<file path="src/rtl/usb_rx_ctrl.sv">
// USB 1.1 full-speed receive control: SYNC check, PID capture, data-byte store into RX FIFO.
// Moore strobes decoded from state; pid_in, r_error and byte_cnt registered.
module usb_rx_ctrl #(
  parameter int         MAX_BYTES = 66,
  parameter logic [7:0] SYNC_BYTE = 8'h80
) (
  input  logic       clk,
  input  logic       n_rst,
  input  logic       d_edge,
  input  logic       eop,
  input  logic       shift_enable,
  input  logic       byte_received,
  input  logic [7:0] rcv_data,
  input  logic       pid_err,
  output logic       pid_set,
  output logic       pid_rst,
  output logic [3:0] pid_in,
  output logic       rcving,
  output logic       w_enable,
  output logic       r_error
);

  localparam int CW = $clog2(MAX_BYTES + 1);
  localparam logic [CW-1:0] CNT_MAX = CW'(MAX_BYTES);

  typedef enum logic [3:0] {
    IDLE, CLR, SYNC_WAIT, SYNC_CHK, PID_WAIT, PID_CHK, PID_LOAD, PID_VAL,
    DATA_WAIT, STORE, EOP_WAIT, ERR_EOP, ERR_IDLE
  } state_t;

  state_t        state;
  logic [CW-1:0] byte_cnt;
  logic          eop_s;

  assign eop_s = eop & shift_enable;

  always_ff @(posedge clk or negedge n_rst) begin
    if (!n_rst) begin
      state    <= IDLE;
      pid_in   <= 4'h0;
      r_error  <= 1'b0;
      byte_cnt <= '0;
    end else begin
      case (state)
        IDLE:      if (d_edge) state <= CLR;
        CLR: begin
          r_error  <= 1'b0;
          byte_cnt <= '0;
          state    <= SYNC_WAIT;
        end
        // eop_s takes priority over a coincident byte in every wait state
        SYNC_WAIT: begin
          if (eop_s) begin
            r_error <= 1'b1;
            state   <= ERR_IDLE;
          end else if (byte_received) begin
            state <= SYNC_CHK;
          end
        end
        SYNC_CHK: begin
          if (rcv_data == SYNC_BYTE) begin
            state <= PID_WAIT;
          end else begin
            r_error <= 1'b1;
            state   <= ERR_EOP;
          end
        end
        PID_WAIT: begin
          if (eop_s) begin
            r_error <= 1'b1;
            state   <= ERR_IDLE;
          end else if (byte_received) begin
            state <= PID_CHK;
          end
        end
        PID_CHK: begin
          if (rcv_data[7:4] == ~rcv_data[3:0]) begin
            pid_in <= rcv_data[3:0];
            state  <= PID_LOAD;
          end else begin
            r_error <= 1'b1;
            state   <= ERR_EOP;
          end
        end
        PID_LOAD:  state <= PID_VAL;
        PID_VAL: begin
          if (pid_err) begin
            r_error <= 1'b1;
            state   <= ERR_EOP;
          end else begin
            state <= DATA_WAIT;
          end
        end
        DATA_WAIT: begin
          if (eop_s) begin
            state <= EOP_WAIT;
          end else if (byte_received) begin
            if (byte_cnt == CNT_MAX) begin
              r_error <= 1'b1;
              state   <= ERR_EOP;
            end else begin
              state <= STORE;
            end
          end
        end
        STORE: begin
          if (byte_cnt != CNT_MAX) byte_cnt <= byte_cnt + 1'b1;
          state <= DATA_WAIT;
        end
        EOP_WAIT:  if (d_edge) state <= IDLE;
        ERR_EOP: begin
          r_error <= 1'b1;
          if (eop_s) state <= ERR_IDLE;
        end
        ERR_IDLE:  if (d_edge) state <= CLR;
        default:   state <= IDLE;
      endcase
    end
  end

  assign pid_rst  = (state == CLR);
  assign pid_set  = (state == PID_LOAD);
  assign w_enable = (state == STORE);
  assign rcving   = (state != IDLE) && (state != CLR) && (state != ERR_IDLE);

endmodule

</file>
<file path="config.mk">
export PLATFORM = sky130hd
export DESIGN_NAME = usb_rx_ctrl
export DESIGN_NICKNAME = d
export VERILOG_FILES = /design/src/rtl/usb_rx_ctrl.sv
export SDC_FILE = /design/constraint.sdc
export NUM_CORES = 1
export LEC_CHECK = 0
export CAP_MARGIN = 20
export CORE_ASPECT_RATIO = 1.1
export CORE_UTILIZATION = 30
export CTS_CLUSTER_SIZE = 16
export DETAILED_ROUTE_END_ITERATION = 10
export DONT_BUFFER_PORTS = 1
export GPL_TIMING_DRIVEN = 0
export SYNTH_ARGS = -nofsm -noshare
export SYNTH_HDL_FRONTEND = slang
export SYNTH_SLANG_ARGS = --single-unit
export TNS_END_PERCENT = 30
</file>
<file path="constraint.sdc">
create_clock -name clk -period 4 [get_ports clk]
set_input_delay 0.8 -clock clk [delete_from_list [all_inputs] [get_ports clk]]
set_output_delay 0.8 -clock clk [all_outputs]
set_load 0.02 [all_outputs]
</file>
# After elaboration in Yosys (flattened, before gate mapping)
# Cells that the tools add are included.
# op_classes
n_mux	24
eq_ne	32
bitwise_logic	2
reduce_logical	12
add_sub_neg	1
# op_table
operator	count
$pmux W4 S12	1
$mux W4	11
$eq A4 B4 Y1 const B	5
$eq A4 B3 Y1 const B	4
$ne A2 B2 Y1 const B	8
$pmux W7 S2	1
$ne A3 B3 Y1 const B	3
$eq A4 B2 Y1 const B	2
$eq A8 B8 Y1 const B	1
$reduce_and A8 Y1	1
$add A7 B1 Y7 const B	1
$eq A7 B7 Y1 const B	1
$mux W1	7
$mux W7	1
$ne A7 B7 Y1 const B	1
$pmux W1 S7	1
$reduce_bool A7 Y1	1
$ne A2 B1 Y1 const B	3
$reduce_and A6 Y1	1
$eq A4 B1 Y1 const B	1
$eq A4 B4 Y1	1
$logic_not A4 Y1	1
$mux W2	2
$ne A4 B1 Y1 const B	1
8 further kinds	11
# totals
out_inout_bits	9
ff_bits	16
input_bits	15
word_cells	75

# Logic depth before layout (Yosys ltp)
# Gate-level depths: netlist of the first run.
# depth
ltp_word	5
mapped_depth	7
mapped_depth_nobuf	6

# Worst setup path before layout of the first run
# No wires, ideal clock.
# synth_path
path_kind	register -> output
start	register state[2]
end	output pid_rst
arrival_ns	1.434
n_path_buf	2
path_stages_with_launch	4
t_required_ns	3.200
path_slack_ns	1.766
path_cell_list	dfrtp_1 buf_4 clkbuf_1 nor3_1
# synth_via
elab_chain_cells	1
# synth_lines
element	line	rtl
start: declaration	31	state_t state;
start signal: assignment	39	state <= IDLE;
start signal: assignment	45	IDLE: if (d_edge) state <= CLR;
start signal: assignment	49	state <= SYNC_WAIT;
$eq A4 B1 Y1	121	assign pid_rst = (state == CLR);
end: declaration	16	output logic pid_rst,
# Every way passes these cells.

# Worst setup path after layout of the first run
# Same ends and word-level chain as after synthesis.

==> results.txt, run 1 <==
routed len/inst = 15.6 um
clk buf depth = 2
Synth Area in XOR/XNOR = 6.59%
Compound-Gate Fraction of Synth Area = 21.0%
grt ovf = 0
die span in x = 62.2 um
share of cells above drive strength 1 = 15.9%
Die H = 68.2 um
status = finished clean
Core Rows = 23
CTS sink count = 16
area of the multi-input gates = 718 sq um
I/O Pins = 24
Yosys reg bits = 16
largest area contributor in the netlist = dfrtp_1
HPWL after DPL = 2190 um
antenna fix cells = 0
initial antenna violation count = 0
simple-gate share of the synthesized area = 23.5%
Slowest-stage cell, CP = nor3_1
power per cell area = 701 nW/um^2
RSZ-0062 raised after global routing = false
EDFF count, synth = 0
largest net degree at the start of global routing = 17
Syn Inst Count = 133
Fin. Hold Viols = 0
Pins Over Slew Limit = 0
Relative slew margins = 50.8%
DR pass1 iterations = 4
Synth Warn # = 0
Tmin final = 2460 ps
Leak Pwr = 0.582 nW
CP bufs+invs = 3
initial drt markers = 41
final setup violation count = 0
Synth Cell Area = 1200 sq um
setup TNS = 0 ps
CTS H-Tree Depth = 1
synth top area cells = dfrtp_1 (33%), xor2_1 (5.1%), mux2_4 (5.0%)
worst hold slack = 227 ps
Fmax = 406 MHz
syn_nets = 150
Critical Path RT = 3200 ps
nets = 156
Largest stage delay, worst path = 380 ps
Distinct cells, synth = 46
clk_lat worst skew = 260 ps
share of the synthesized area in the top cell type = 33.5%
Post-Synth Adder-Cell Area = 2.09%
clock tree from TritonCTS = built
crit-path cells = buf_4, clkbuf_1, nor3_1, buf_2
fin crit share = 61.5%
DRC = 0
WP data arrival = 1660 ps
worst-path fanout max = 10
count leader, synth = dfrtp_1
GP Congestion = 0.871
first-pass GRT wire length = 4760 um
sequential area share after synthesis = 33.5%
vias in the first global route = 1009
area delta synth->final = 10.3%
Hold WC Path Type = input port to asynchronous set/reset pin
startpoint types = flop
Hold Buf Count CTS = 0
post-synthesis mux area share = 6.80%
# Post-CTS Setup Buffers = 0
Primary FF master, synth = dfrtp_1
Root Driver = clkbuf_8
Syn Area/Cell = 8.99 sq um
worst-margin pin slew = 733 ps
Total Wirelength = 2940 um
CORE AREA = 3740 sq um
Post-DRT Antenna Nets = 0
clk_skew = 9.58 ps
max cap viols = 0
vias per cell = 5.57
largest family of logic cells by synthesized area = simple AND/OR/NAND/NOR gates
Via Count = 1047
Setup Crit Path Kind = flop to output pin
post-CTS sizing = 0
All-Layer GR Usage = 15.1%
crit end category = output pin
CP top delay family = buffers and inverters
Die ar. = 4240 sq um
synth cell count leaders = dfrtp_1 (16), o21ai_0 (10), nor2_1 (9)
# port buffers = 0
CTS buffer count = 3
asr flop ratio synth = 100%
FF/Latch Area = 400 sq um
clock slew at reported path FFs = 70 ps
number of fillers in the final layout = 409
Initial Util = 32.0%
Max rail drop VDD = 262 uV
cell type report:
class / count / area share (%)
timing repair buffer: 1 / 0.380
sequential: 16 / 30.4
clock buffer: 4 / 4.17
inverter: 8 / 2.28
tap: 50 / 4.74
buffer: 7 / 3.61
multi-input combinational: 102 / 54.5
registers in the layout (all words and copies together), names as in the netlist:
| name | count |
|---|---|
| byte_cnt | 7 |
| r_error | 1 |
| state | 4 |
| pid_in | 4 |
through the flow:
stage | power [mW] | area (sq um) | util (%) | setup WS (ps) | cells
6_report | 0.925 | 1320 | 35.3 | 1540 | 188
5_1_grt | 0.999 | 1320 | 35.3 | 1440 | 188
4_1_cts | 0.923 | 1310 | 35.1 | 1220 | 187
3_5_place_dp | 0.772 | 1260 | 33.6 | 1520 | 183
3_3_place_gp | 0.760 | 1260 | 33.6 | 1540 | 183
2_1_floorplan | 0.674 | 1200 | - | 1770 | 133
worst reg2reg max path, delay by kind of cell (launching register included):
| kind | cells | cell delay, ps |
|---|---|---|
| flops | 1 | 430 |
| simple gates | 3 | 630 |
| compound gates | 1 | 120 |
| mux | 1 | 300 |
| buf+inv | 1 | 200 |
placed cells by master, fill, tap and decap left out, types with 3 or more instances in the layout:
cell type | synthesis | final
a21oi_1 | 3 | 3
a2bb2oi_1 | 3 | 3
buf_2 | 2 | 3
buf_4 | 3 | 3
clkbuf_8 | 0 | 4
dfrtp_1 | 16 | 16
inv_1 | 7 | 7
mux2_4 | 4 | 4
nand2_1 | 8 | 8
nand2b_1 | 3 | 3
nand3_1 | 6 | 6
nand4_1 | 3 | 3
nor2_1 | 9 | 9
nor3_1 | 5 | 5
o21ai_0 | 10 | 10
or3_1 | 4 | 4
xor2_1 | 7 | 7
cell families (layout without fill, tap and decap cells):
kind of cell | count (synthesis) | in the layout
simple gates | 50 | 50
compound gates | 35 | 35
flops | 16 | 16
buf+inv | 15 | 20
xor+xnor | 9 | 9
mux | 6 | 6
fa+ha+maj | 2 | 2
path summary, 6_finish.rpt:
kind                        startpoint          end  slack, ps  cells past startpoint
max in group asynchronous        n_rst  byte_cnt[1]       3690                      0
setup reg to reg              state[1]     state[2]       2220                      6
setup / recovery              state[2]      pid_rst       1540                      4
min in group clk           byte_cnt[5]  byte_cnt[5]        580                      2
hold / removal                   n_rst     state[3]        230                      0
hold reg to reg            byte_cnt[5]  byte_cnt[5]        580                      2
metal layers:
metal	GRT usage [%]	up-vias	routed length [um]
li1	-	503	-
met1	17.1	504	1280
met2	26.0	36	1440
met3	4.17	4	161
met4	8.72	0	59
met5	0	-	0
where the power goes:
group          switching [mW]  internal (mW)  total [mW]  leakage (nW)
Clock                  0.0589         0.0875       0.146        0.0288
Sequential             0.0491          0.207       0.256         0.208
Combinational           0.298          0.225       0.522         0.345
Total                   0.406          0.519       0.925         0.582
(Power assumes the default switching activity.)
==> inputs of run 2 (changes only) <==
==> constraint.sdc (replaced) <==
create_clock -name clk -period 2.15 [get_ports clk]
set_input_delay 0.43 -clock clk [delete_from_list [all_inputs] [get_ports clk]]
set_output_delay 0.43 -clock clk [all_outputs]
set_load 0.02 [all_outputs]
==> run 2 against run 1 <==
First-iteration DRC count grew 24%. Worst hold slack better by 88 ps. Clock power up 87%. Power increased by 88%. Sequential share of layout area fell by 0.37 points. Sequential power up 86%. Critical path depth unchanged. Largest cell class unchanged. Register-to-register slack worse by 1900 ps. Non-clock buffer count stayed put. Die area stayed put.
==> results.txt, run 2 (same netlist as run 1, synthesis figures left out) <==
status = finished clean
clk_lat worst skew = 260 ps
worst flop-to-flop path endpoint = state[2]
clock tree from TritonCTS = built
Fmax = 497 MHz
met3 WL = 160 um
nets = 156
die span in x = 62.2 um
switch share = 44.5%
Seq pwr share = 27.4%
Post-DRT Antenna Nets = 0
Tmin final = 2010 ps
most common cell after layout, fill and taps aside = dfrtp_1
vias per cell = 5.52
area delta synth->final = 11.6%
DR pass1 iterations = 4
Largest Register = byte_cnt
Die H = 68.2 um
I/O Pins = 24
HPWL after DPL = 2190 um
Initial Util = 32.0%
# Post-CTS Setup Buffers = 0
number of fillers in the final layout = 408
crit end category = output pin
register-to-register setup slack = 360 ps
clk_skew = 10.1 ps
Relative slew margins = 49.6%
Max rail drop VDD = 489 uV
clk buf depth = 2
Hold Path Sink = pid_in[0]
final setup violation count = 0
Pins Over Slew Limit = 0
cells on worst reg2reg path = 6
CTS sink count = 16
hold depth = 1
Hold WC Path Type = input port to flop
Regs by FF count = byte_cnt x7, pid_in x4, state x4
worst-margin pin slew = 754 ps
initial drt markers = 51
CTS buffer count = 3
share of cells above drive strength 1 = 15.9%
All-Layer GR Usage = 15.1%
GP Congestion = 0.871
RSZ-0062 raised after global routing = false
Via Count = 1038
routed len/inst = 15.8 um
most frequent cells in the layout = dfrtp_1 (16), o21ai_0 (10), nor2_1 (9)
fin crit share = 93.7%
# port buffers = 0
grt ovf = 0
worst-path fanout max = 9
Fin. Hold Viols = 0
power share of the clock group = 15.7%
CTS H-Tree Depth = 1
WP data arrival = 1580 ps
DRC = 0
initial antenna violation count = 0
hold path startpoint = rcv_data[0]
setup TNS = 0 ps
Critical Path RT = 1720 ps
Switch Pwr = 0.775 mW
CORE AREA = 3740 sq um
largest net degree at the start of global routing = 17
Int Pwr = 0.968 mW
met1 WL = 1300 um
Total Wirelength = 2970 um
power per cell area = 1310 nW/um^2
Core Rows = 23
Setup Crit Path Kind = flop to output pin
max cap viols = 0
flip-flop count of the largest register after layout = 7
met2 routed WL = 1450 um
Leak Pwr = 0.582 nW
antenna fix cells = 0
Core Util, Final = 35.7%
reg2reg start = state[1]
max layer used = met4
clock slew at reported path FFs = 70 ps
Root Driver = clkbuf_8
Comb power frac = 56.9%
vias in the first global route = 1012
Die ar. = 4240 sq um
startpoint types = flop
first-pass GRT wire length = 4760 um
run 2: cell types whose count changed in the layout (fill, tap and decap cells not counted), sizes merged:
cell / change
buf: -1
dlygate4sd3: +1
run 2: how the worst max path moves through the flow:
stage | startpoint | endpoint | slack (ps) | cells past startpoint
after floorplan | state[2] | pid_rst | 290 | 3
after global placement | state[2] | pid_rst | 60 | 3
after detailed placement | state[2] | pid_rst | 40 | 3
after CTS | state[2] | pid_rst | 70 | 3
after global routing | state[2] | rcving | 20 | 5
final | state[3] | pid_set | 140 | 4
run 2: power by group through the flow:
stage / Combinational [mW] / Sequential (mW) / Clock, mW
3_5_place_dp: 0.957 / 0.480 / 0
3_3_place_gp: 0.935 / 0.478 / 0
6_report: 0.992 / 0.477 / 0.273
5_1_grt: 1.10 / 0.489 / 0.297
4_1_cts: 0.973 / 0.475 / 0.283
2_1_floorplan: 0.790 / 0.464 / 0
run 2: layer usage:
metal  up-vias  GRT usage, %
met3         4          4.00
met1       497          17.2
met2        35          26.0
met4         0          8.72
met5         -             0
li1        502             -
run 2: layout make-up:
| class | instances | area, sq um | area share, % |
|---|---|---|---|
| Multi-Input combinational cell | 102 | 729 | 54.6 |
| Sequential cell | 16 | 400 | 30.0 |
| Tap cell | 50 | 62.6 | 4.69 |
| Clock buffer | 4 | 55.1 | 4.12 |
| Buffer | 7 | 47.5 | 3.56 |
| Inverter | 8 | 30.0 | 2.25 |
| Timing Repair Buffer | 1 | 10.0 | 0.750 |
run 2: critical path, stage by stage (launching register included):
cell,delay [ps]
dfrtp_1,360
buf_2,180
nor2b_4,170
inv_2,60
nor3_1,560
run 2: metrics by stage:
step                      instances  power [mW]  setup slack [ps]  instance area (sq um)  hold WS [ps]
final                           188        1.74               136                   1340           316
after floorplan                 133        1.25               286                   1200           134
after CTS                       188        1.73              72.5                   1330           310
after global routing            188        1.88              15.9                   1340           300
after global placement          183        1.41              58.0                   1260           135
after detailed placement        183        1.44              36.1                   1260           135
run 2: what timing repair did:
action	in CTS	in global routing
gates resized for setup	1	1
hold buffers	1	0
setup endpoints to repair	1	1
endpoints found under the hold margin	16	0
==> inputs of run 3 (changes only) <==
--- a/config.mk
+++ b/config.mk
@@ -11,6 +11,7 @@
 export CTS_CLUSTER_SIZE = 16
 export DETAILED_ROUTE_END_ITERATION = 10
 export DONT_BUFFER_PORTS = 1
+export GPL_ROUTABILITY_DRIVEN = 0
 export GPL_TIMING_DRIVEN = 0
 export SYNTH_ARGS = -nofsm -noshare
 export SYNTH_HDL_FRONTEND = slang
==> results of run 3 <==
The final DEF is identical to that of run 2; final timing and power are the same.
